<file path="config.mk">
export PLATFORM = sky130hd
export DESIGN_NAME = inst_fetch_queue_flat
export DESIGN_NICKNAME = d
export VERILOG_FILES = /design/src/rtl/inst_fetch_queue_pkg.sv /design/src/rtl/inst_fetch_queue_if.sv /design/src/rtl/inst_fetch_queue_fifo.sv /design/src/rtl/inst_fetch_queue.sv /design/src/flat_wrapper.sv
export SDC_FILE = /design/constraint.sdc
export NUM_CORES = 1
export LEC_CHECK = 0
export ABC_AREA = 1
export CAP_MARGIN = 20
export CORE_MARGIN = 5
export CORE_UTILIZATION = 40
export DETAILED_ROUTE_END_ITERATION = 10
export SLEW_MARGIN = 20
export SYNTH_ARGS = -nofsm -noshare
export SYNTH_HDL_FRONTEND = slang
export SYNTH_SLANG_ARGS = --single-unit
</file>
<file path="constraint.sdc">
create_clock -name clk_in -period 6.4 [get_ports clk_in]
set_input_delay 1.28 -clock clk_in [delete_from_list [all_inputs] [get_ports clk_in]]
set_output_delay 1.28 -clock clk_in [all_outputs]
set_load 0.05 [all_outputs]
</file>
<file path="src/rtl/inst_fetch_queue_pkg.sv">
// Shared definitions for the instruction fetch queue.
//   - fetch_state_e : request FSM states (idle, waiting on memory, dropping a stale response)
//   - INST_W        : stored instruction width
//   - OPC_FULL      : low opcode bits that mark a full 32-bit instruction
//   - inst_is_rvc() : sizes a fetched instruction from its two low bits
package inst_fetch_queue_pkg;

    localparam int INST_W = 32;
    localparam logic [1:0] OPC_FULL = 2'b11;

    typedef enum logic [1:0] {
        S_IDLE = 2'd0,
        S_WAIT = 2'd1,
        S_DROP = 2'd2
    } fetch_state_e;

    function automatic logic inst_is_rvc(input logic [1:0] low, input bit enable);
        return enable && (low != OPC_FULL);
    endfunction

endpackage

</file>
<file path="src/rtl/inst_fetch_queue_if.sv">
// Handshake bundle around the fetch queue.
//   master : the fetch queue itself (drives memory request and dequeue side)
//   slave  : its environment (ROB, decoder, memory controller)
// Signals: flush/redirect/hold from ROB and decoder, memory request/response,
// FIFO head (valid/inst/pc/rvc/ready) and occupancy count.
interface inst_fetch_queue_if #(
    parameter int XLEN  = 32,
    parameter int DEPTH = 8
);
    localparam int CNT_W = $clog2(DEPTH) + 1;

    logic            clear;
    logic [XLEN-1:0] rob_new_pc;
    logic            dec_redirect;
    logic [XLEN-1:0] dec_target;
    logic            dec_hold;
    logic            mem_busy;
    logic            mem_ready;
    logic [31:0]     mem_data;
    logic            mem_req;
    logic [XLEN-1:0] mem_addr;
    logic            deq_valid;
    logic [31:0]     deq_inst;
    logic [XLEN-1:0] deq_pc;
    logic            deq_rvc;
    logic            deq_ready;
    logic [CNT_W-1:0] count;

    modport master (
        input  clear, rob_new_pc, dec_redirect, dec_target, dec_hold,
               mem_busy, mem_ready, mem_data, deq_ready,
        output mem_req, mem_addr, deq_valid, deq_inst, deq_pc, deq_rvc, count
    );

    modport slave (
        output clear, rob_new_pc, dec_redirect, dec_target, dec_hold,
               mem_busy, mem_ready, mem_data, deq_ready,
        input  mem_req, mem_addr, deq_valid, deq_inst, deq_pc, deq_rvc, count
    );

endinterface

</file>
<file path="src/rtl/inst_fetch_queue_fifo.sv">
// Synchronous FIFO with flush, used as the fetched-instruction queue.
// Ports: clk, rst (async active-high), en (low freezes all state), flush (empties),
//        enq/enq_data, deq (pop head when non-empty), deq_valid/deq_data (head), count.
// Pointers carry one extra wrap bit so full and empty are distinguishable.
module inst_fetch_queue_fifo #(
    parameter int DEPTH = 8,
    parameter int WIDTH = 8
) (
    input  logic                     clk,
    input  logic                     rst,
    input  logic                     en,
    input  logic                     flush,
    input  logic                     enq,
    input  logic [WIDTH-1:0]         enq_data,
    input  logic                     deq,
    output logic                     deq_valid,
    output logic [WIDTH-1:0]         deq_data,
    output logic [$clog2(DEPTH):0]   count
);
    localparam int AW = $clog2(DEPTH);

    logic [AW:0]      wr_ptr;
    logic [AW:0]      rd_ptr;
    logic [WIDTH-1:0] mem [DEPTH];
    logic             empty;
    logic             full;
    logic             do_enq;
    logic             do_deq;

    assign empty     = (wr_ptr == rd_ptr);
    assign full      = (wr_ptr[AW] != rd_ptr[AW]) && (wr_ptr[AW-1:0] == rd_ptr[AW-1:0]);
    assign do_enq    = en && enq && !flush;
    assign do_deq    = en && deq && !empty && !flush;
    assign deq_valid = !empty;
    assign deq_data  = mem[rd_ptr[AW-1:0]];
    assign count     = wr_ptr - rd_ptr;

    always_ff @(posedge clk or posedge rst) begin
        if (rst) begin
            wr_ptr <= '0;
            rd_ptr <= '0;
        end else if (en) begin
            if (flush) begin
                wr_ptr <= '0;
                rd_ptr <= '0;
            end else begin
                if (do_enq) wr_ptr <= wr_ptr + 1'b1;
                if (do_deq) rd_ptr <= rd_ptr + 1'b1;
            end
        end
    end

    // NOTE: storage has no reset; an entry is only visible once written, so
    // clearing the array would cost logic without changing behaviour.
    always_ff @(posedge clk) begin
        if (do_enq) mem[wr_ptr[AW-1:0]] <= enq_data;
    end

    // The request rule keeps a slot free for every outstanding fetch.
    a_no_enq_on_full: assert property (@(posedge clk) disable iff (rst) !(do_enq && full));

endmodule

</file>
<file path="src/rtl/inst_fetch_queue.sv">
// Fetch front end: owns the PC, issues word fetches, sizes each returned
// instruction (16-bit RVC or 32-bit) and queues {inst, pc, rvc} for the decoder.
// Ports: clk_in, rst_in (async active-high), rdy_in (low freezes everything),
//        bus (master side of inst_fetch_queue_if: flush/redirect/hold inputs,
//        memory request/response, FIFO head and occupancy).
module inst_fetch_queue
    import inst_fetch_queue_pkg::*;
#(
    parameter int              XLEN       = 32,
    parameter int              DEPTH      = 8,
    parameter logic [XLEN-1:0] RESET_PC   = '0,
    parameter bit              ENABLE_RVC = 1'b1
) (
    input  logic                 clk_in,
    input  logic                 rst_in,
    input  logic                 rdy_in,
    inst_fetch_queue_if.master   bus
);
    // Entry layout lives here rather than in the package because its PC
    // field follows this instance's XLEN.
    typedef struct packed {
        logic [INST_W-1:0] inst;
        logic [XLEN-1:0]   pc;
        logic              rvc;
    } entry_t;

    fetch_state_e      state;
    logic [XLEN-1:0]   pc;
    logic              flush;
    logic              resp_rvc;
    logic [INST_W-1:0] resp_inst;
    logic              enq;
    logic              in_flight;
    logic              req_ok;
    entry_t            enq_entry;
    entry_t            head;

    assign flush     = bus.clear || bus.dec_redirect;
    assign resp_rvc  = inst_is_rvc(bus.mem_data[1:0], ENABLE_RVC);
    assign resp_inst = resp_rvc ? {16'b0, bus.mem_data[15:0]} : bus.mem_data;

    // A response that coincides with a flush belongs to the old path and is dropped.
    assign enq       = (state == S_WAIT) && bus.mem_ready && !flush;
    assign in_flight = (state == S_WAIT);
    assign req_ok    = (state == S_IDLE) && !bus.mem_busy && !bus.dec_hold && !flush
                       && ((32'(bus.count) + 32'(in_flight)) < DEPTH);

    assign enq_entry = '{inst: resp_inst, pc: pc, rvc: resp_rvc};

    inst_fetch_queue_fifo #(
        .DEPTH (DEPTH),
        .WIDTH ($bits(entry_t))
    ) u_fifo (
        .clk       (clk_in),
        .rst       (rst_in),
        .en        (rdy_in),
        .flush     (flush),
        .enq       (enq),
        .enq_data  (enq_entry),
        .deq       (bus.deq_valid && bus.deq_ready),
        .deq_valid (bus.deq_valid),
        .deq_data  (head),
        .count     (bus.count)
    );

    assign bus.deq_inst = head.inst;
    assign bus.deq_pc   = head.pc;
    assign bus.deq_rvc  = head.rvc;

    // NOTE: all state here is updated with non-blocking assignments so every
    // register samples the pre-edge values regardless of statement order.
    always_ff @(posedge clk_in or posedge rst_in) begin
        if (rst_in) begin
            state        <= S_IDLE;
            pc           <= RESET_PC;
            bus.mem_req  <= 1'b0;
            bus.mem_addr <= '0;
        end else if (rdy_in) begin
            bus.mem_req <= 1'b0;

            // ROB flush outranks decoder redirect, which outranks sequential advance.
            if (bus.clear)             pc <= bus.rob_new_pc;
            else if (bus.dec_redirect) pc <= bus.dec_target;
            else if (enq)              pc <= pc + (resp_rvc ? XLEN'(2) : XLEN'(4));

            case (state)
                S_IDLE: begin
                    if (req_ok) begin
                        bus.mem_req  <= 1'b1;
                        bus.mem_addr <= pc;
                        state        <= S_WAIT;
                    end
                end
                // A response arriving with the flush retires the request; only
                // a flush with the response still pending needs DROP.
                S_WAIT: begin
                    if (bus.mem_ready) state <= S_IDLE;
                    else if (flush)    state <= S_DROP;
                end
                S_DROP: begin
                    if (bus.mem_ready) state <= S_IDLE;
                end
                default: state <= S_IDLE;
            endcase
        end
    end

endmodule

</file>
<file path="src/flat_wrapper.sv">
// flat-port wrapper written by rule: the top's interface ports become plain ports
module inst_fetch_queue_flat import inst_fetch_queue_pkg::*;
#(
    parameter int              XLEN       = 32,
    parameter int              DEPTH      = 8,
    parameter logic [XLEN-1:0] RESET_PC   = '0,
    parameter bit              ENABLE_RVC = 1'b1
)
  (clk_in, rst_in, rdy_in, bus_clear, bus_rob_new_pc, bus_dec_redirect, bus_dec_target, bus_dec_hold, bus_mem_busy, bus_mem_ready, bus_mem_data, bus_deq_ready, bus_mem_req, bus_mem_addr, bus_deq_valid, bus_deq_inst, bus_deq_pc, bus_deq_rvc, bus_count);
  inst_fetch_queue_if #(.XLEN(XLEN), .DEPTH(DEPTH)) bus_i ();
  input  logic clk_in;
  input  logic rst_in;
  input  logic rdy_in;
  input wire logic [$bits(bus_i.clear)-1:0] bus_clear;
  input wire logic [$bits(bus_i.rob_new_pc)-1:0] bus_rob_new_pc;
  input wire logic [$bits(bus_i.dec_redirect)-1:0] bus_dec_redirect;
  input wire logic [$bits(bus_i.dec_target)-1:0] bus_dec_target;
  input wire logic [$bits(bus_i.dec_hold)-1:0] bus_dec_hold;
  input wire logic [$bits(bus_i.mem_busy)-1:0] bus_mem_busy;
  input wire logic [$bits(bus_i.mem_ready)-1:0] bus_mem_ready;
  input wire logic [$bits(bus_i.mem_data)-1:0] bus_mem_data;
  input wire logic [$bits(bus_i.deq_ready)-1:0] bus_deq_ready;
  output wire logic [$bits(bus_i.mem_req)-1:0] bus_mem_req;
  output wire logic [$bits(bus_i.mem_addr)-1:0] bus_mem_addr;
  output wire logic [$bits(bus_i.deq_valid)-1:0] bus_deq_valid;
  output wire logic [$bits(bus_i.deq_inst)-1:0] bus_deq_inst;
  output wire logic [$bits(bus_i.deq_pc)-1:0] bus_deq_pc;
  output wire logic [$bits(bus_i.deq_rvc)-1:0] bus_deq_rvc;
  output wire logic [$bits(bus_i.count)-1:0] bus_count;
  assign bus_i.clear = bus_clear;
  assign bus_i.rob_new_pc = bus_rob_new_pc;
  assign bus_i.dec_redirect = bus_dec_redirect;
  assign bus_i.dec_target = bus_dec_target;
  assign bus_i.dec_hold = bus_dec_hold;
  assign bus_i.mem_busy = bus_mem_busy;
  assign bus_i.mem_ready = bus_mem_ready;
  assign bus_i.mem_data = bus_mem_data;
  assign bus_i.deq_ready = bus_deq_ready;
  assign bus_mem_req = bus_i.mem_req;
  assign bus_mem_addr = bus_i.mem_addr;
  assign bus_deq_valid = bus_i.deq_valid;
  assign bus_deq_inst = bus_i.deq_inst;
  assign bus_deq_pc = bus_i.deq_pc;
  assign bus_deq_rvc = bus_i.deq_rvc;
  assign bus_count = bus_i.count;
  inst_fetch_queue #(.XLEN(XLEN), .DEPTH(DEPTH), .RESET_PC(RESET_PC), .ENABLE_RVC(ENABLE_RVC)) u_core (.clk_in(clk_in), .rst_in(rst_in), .rdy_in(rdy_in), .bus(bus_i));
endmodule
</file>
==> impl_metrics.csv <==
group,metric,value,unit
logic_synthesis,syn-num-nets,2309,
setup_path,reg2reg_depth,9,
placed_design,place_ws,1830,ps
setup_path,rrSetupSlack,3450,ps
layout,areaGrowthSynthToFinish,19.4,%
layout,fillCellCount,5498,
status,status,"completed",
setup_path,crit_path_top_delay_cell,"clkdlybuf4s50_1",
clocking,clk-insertion-delay-late,620,ps
timing,finalHoldViolations,0,
layout,nets,2484,
setup_path,endpoint,"bus_deq_pc[25]",
logic_synthesis,synth.avg_cell_area,11.3,µm²
setup_path,timing.rr.end,"u_core.bus.mem_addr[30]$_DFFE_PP0P_",
setup_path,max_stage_delay,850,ps
power,comb_power_share,0.185,
global_routing,met3_usage,0.0395,
logic_synthesis,syn-cell-area,24800,µm²
layout,num_antenna_cells,0,
setup_path,worst_ep_arrival_time,3880,ps
floorplan,floorplan.die_area,67100,µm²
setup_path,worstSetupStartpoint,"u_core.u_fifo.rd_ptr[0]$_DFFE_PP0P_",
timing,finalClockSkew,26.6,ps
setup_path,path_max_fanout,88,
floorplan,core_area,61600,µm²
global_routing,grt_use_total,0.188,
setup_path,endpoint_kind,"output port",
timing,worst_slew_pin_slew,1070,ps
placed_design,gp_congestion,0.843,
setup_path,critPathRequiredTime,5120,ps
timing,timing.fmax,0.194,GHz
routing,drtPass1Iterations,5,
layout,mostFrequentLayoutCells,"nor2_1, edfxtp_1, o21ai_0",
setup_path,reg2reg_from,"u_core.u_fifo.rd_ptr[0]$_DFFE_PP0P_",
timing,setup-violations-final,0,
floorplan,die_w,259,µm
layout,final_common_cell,"nor2_1",
setup_path,path_cells,"inv_6, buf_4, o21ai_0, o22ai_1, nor2_1, a31oi_1, clkdlybuf4s50_1",
logic_synthesis,synthDistinctLibCells,38,
routing,routed_wl,64700,µm
power,leakagePower,0.0105,µW
power,p_sw_frac,0.294,
clocking,cts_sinks,595,
routing,vias_per_cell,5.21,
timing,timing.final.crit_period,5160,ps
global_routing,grtUsageMet1,0.256,
clocking,ctsResizeCount,0,
timing,relSlewSlack,0.285,
clocking,post_cts_buffers,0,
logic_synthesis,synth_seq_cells,595,
power,p_switching,2900,µW
logic_synthesis,ys_warn_count,0,
logic_synthesis,seq_area_frac_synth,0.705,
routing,postRouteAntennaNets,0,
global_routing,grt_pass1_wl,99200,µm
timing,slew_violations,0,
timing,rsz0062_at_grt,"false",
routing,dr_total_vias,16977,
floorplan,ios,208,
routing,drcViolationCount,0,
setup_path,path_class,"reg2out",
routing,drt-wirelength-per-cell,19.9,µm
timing,finalCritPeriodShare,0.806,
timing,holdWs,497,ps
clocking,clockRootBuffer,"clkbuf_16",
logic_synthesis,syn_inst,2195,
placed_design,dpl.hpwl,37300,µm
power,max-vdd-ir-drop,0.228,mV
global_routing,grt_max_degree,146,
timing,setup_ws,1240,ps
hold_path,hold_path.class,"reg2reg",
power,clockPowerShare,0.351,
flow_run,cap_viol_max_count,0,
power,cellInternalPower,6960,µW
placed_design,port_buffers,207,
logic_synthesis,yosys_most_used_dff,"edfxtp_1",
clocking,path_clk_slew,60,ps
timing,tns,0,ps
layout,drive_gt1_frac,0.0674,
floorplan,rows,91,
global_routing,grt_pass1_vias,16985,
power,seq_power_share,0.464,
floorplan,initial_utilization,0.403,
power,finalPower,9850,µW
floorplan,die_y,259,µm
routing,drt_iter0_drc,1098,
global_routing,grt_util_met2,0.310,
power,power_density,333,nW/µm²
clocking,cts_hold_buf,0,
clocking,cts_buffer_depth,3,
global_routing,busiest_layer,"met2",
clocking,htreeDepth,2,
clocking,cts_buffers,60,
clocking,cts_tree,"built",
logic_synthesis,synth_edf_count,520,
setup_path,startpoint_type,"register",
logic_synthesis,synth-async-reset-ratio,0.126,
global_routing,antenna_found_initial,1,
global_routing,overflow,0,
[worst min-delay path by stage]
stage,from,end,slack (ps),cells past startpoint
floorplan,u_core.u_fifo.wr_ptr[3]$_DFFE_PP0P_,u_core.u_fifo.wr_ptr[3]$_DFFE_PP0P_,480,1
global placement,u_core.bus.mem_addr[3]$_DFFE_PP0P_,u_core.bus.mem_addr[3]$_DFFE_PP0P_,470,2
detailed placement,u_core.bus.mem_addr[15]$_DFFE_PP0P_,u_core.bus.mem_addr[15]$_DFFE_PP0P_,480,2
CTS,u_core.bus.mem_req$_DFFE_PP0P_,u_core.bus.mem_req$_DFFE_PP0P_,500,2
global route,u_core.bus.mem_req$_DFFE_PP0P_,u_core.bus.mem_req$_DFFE_PP0P_,500,2
finish,u_core.bus.mem_req$_DFFE_PP0P_,u_core.bus.mem_req$_DFFE_PP0P_,500,2
[synthesized netlist by cell type (23+ instances only)]
master | instances | area, µm²
nor2_1 | 566 | 2120
edfxtp_1 | 520 | 15600
o21ai_0 | 287 | 1440
nand2_1 | 246 | 923
inv_1 | 76 | 285
dfrtp_1 | 75 | 1880
o22ai_1 | 69 | 432
clkbuf_1 | 68 | 255
a31oi_1 | 65 | 407
nand3_1 | 52 | 260
buf_2 | 33 | 165
a21oi_1 | 25 | 125
o21ai_1 | 23 | 115
[routing by layer]
layer	share of wire	vias up
met3	0.062	85
met1	0.44	8337
met4	0.022	2
li1	-	8055
met2	0.48	498
met5	0.00020	-
[area by class of cell]
type	count	area, µm²	share of cell area
sequential	595	17500	0.591
inverter	83	325	0.0110
clock buffer	73	1590	0.0537
clock inverter	38	357	0.0120
tap	837	1050	0.0354
timing repair buffer	239	2390	0.0806
multi-input combinational	1391	6410	0.216
[worst max-delay path: cells and delay by family, from the launching register on]
family / cells / cell delay [ps]
simple gates: 1 / 60
flops: 1 / 660
compound gates: 3 / 550
buf+inv: 3 / 1930
[power groups by stage]
stage / logic (µW) / registers [µW] / clock network (µW)
finish: 1820 / 4570 / 3460
global route: 1960 / 4590 / 3690
CTS: 1840 / 4570 / 3540
detailed placement: 1830 / 4650 / 0
global placement: 1820 / 4640 / 0
floorplan: 981 / 4800 / 0
[flip-flops by register name, indices dropped and copies added, names as in the netlist]
register / cells
u_core.u_fifo.rd_ptr: 4
u_core.pc: 32
u_core.bus.mem_req: 1
u_core.bus.mem_addr: 32
u_core.u_fifo.mem: 520
u_core.state: 2
u_core.u_fifo.wr_ptr: 4
[cell families (layout without fill, tap and decap cells)]
group           after synthesis  in the layout  synth area share
compound gates              490            490             0.108
flops                       595            595             0.705
xor+xnor                      9              9           0.00318
simple gates                883            883             0.139
buf+inv                     209            433            0.0389
fa+ha+maj                     9              9           0.00514
[per-stage QoR]
| step | utilization | instance area [µm²] | std cells |
|---|---|---|---|
| finish | 0.481 | 29600 | 3256 |
| CTS | 0.481 | 29600 | 3256 |
| floorplan | - | 24800 | 2195 |
| global route | 0.481 | 29600 | 3256 |
| global placement | 0.449 | 27700 | 3145 |
| detailed placement | 0.449 | 27700 | 3145 |
(Power assumes the default switching activity.)
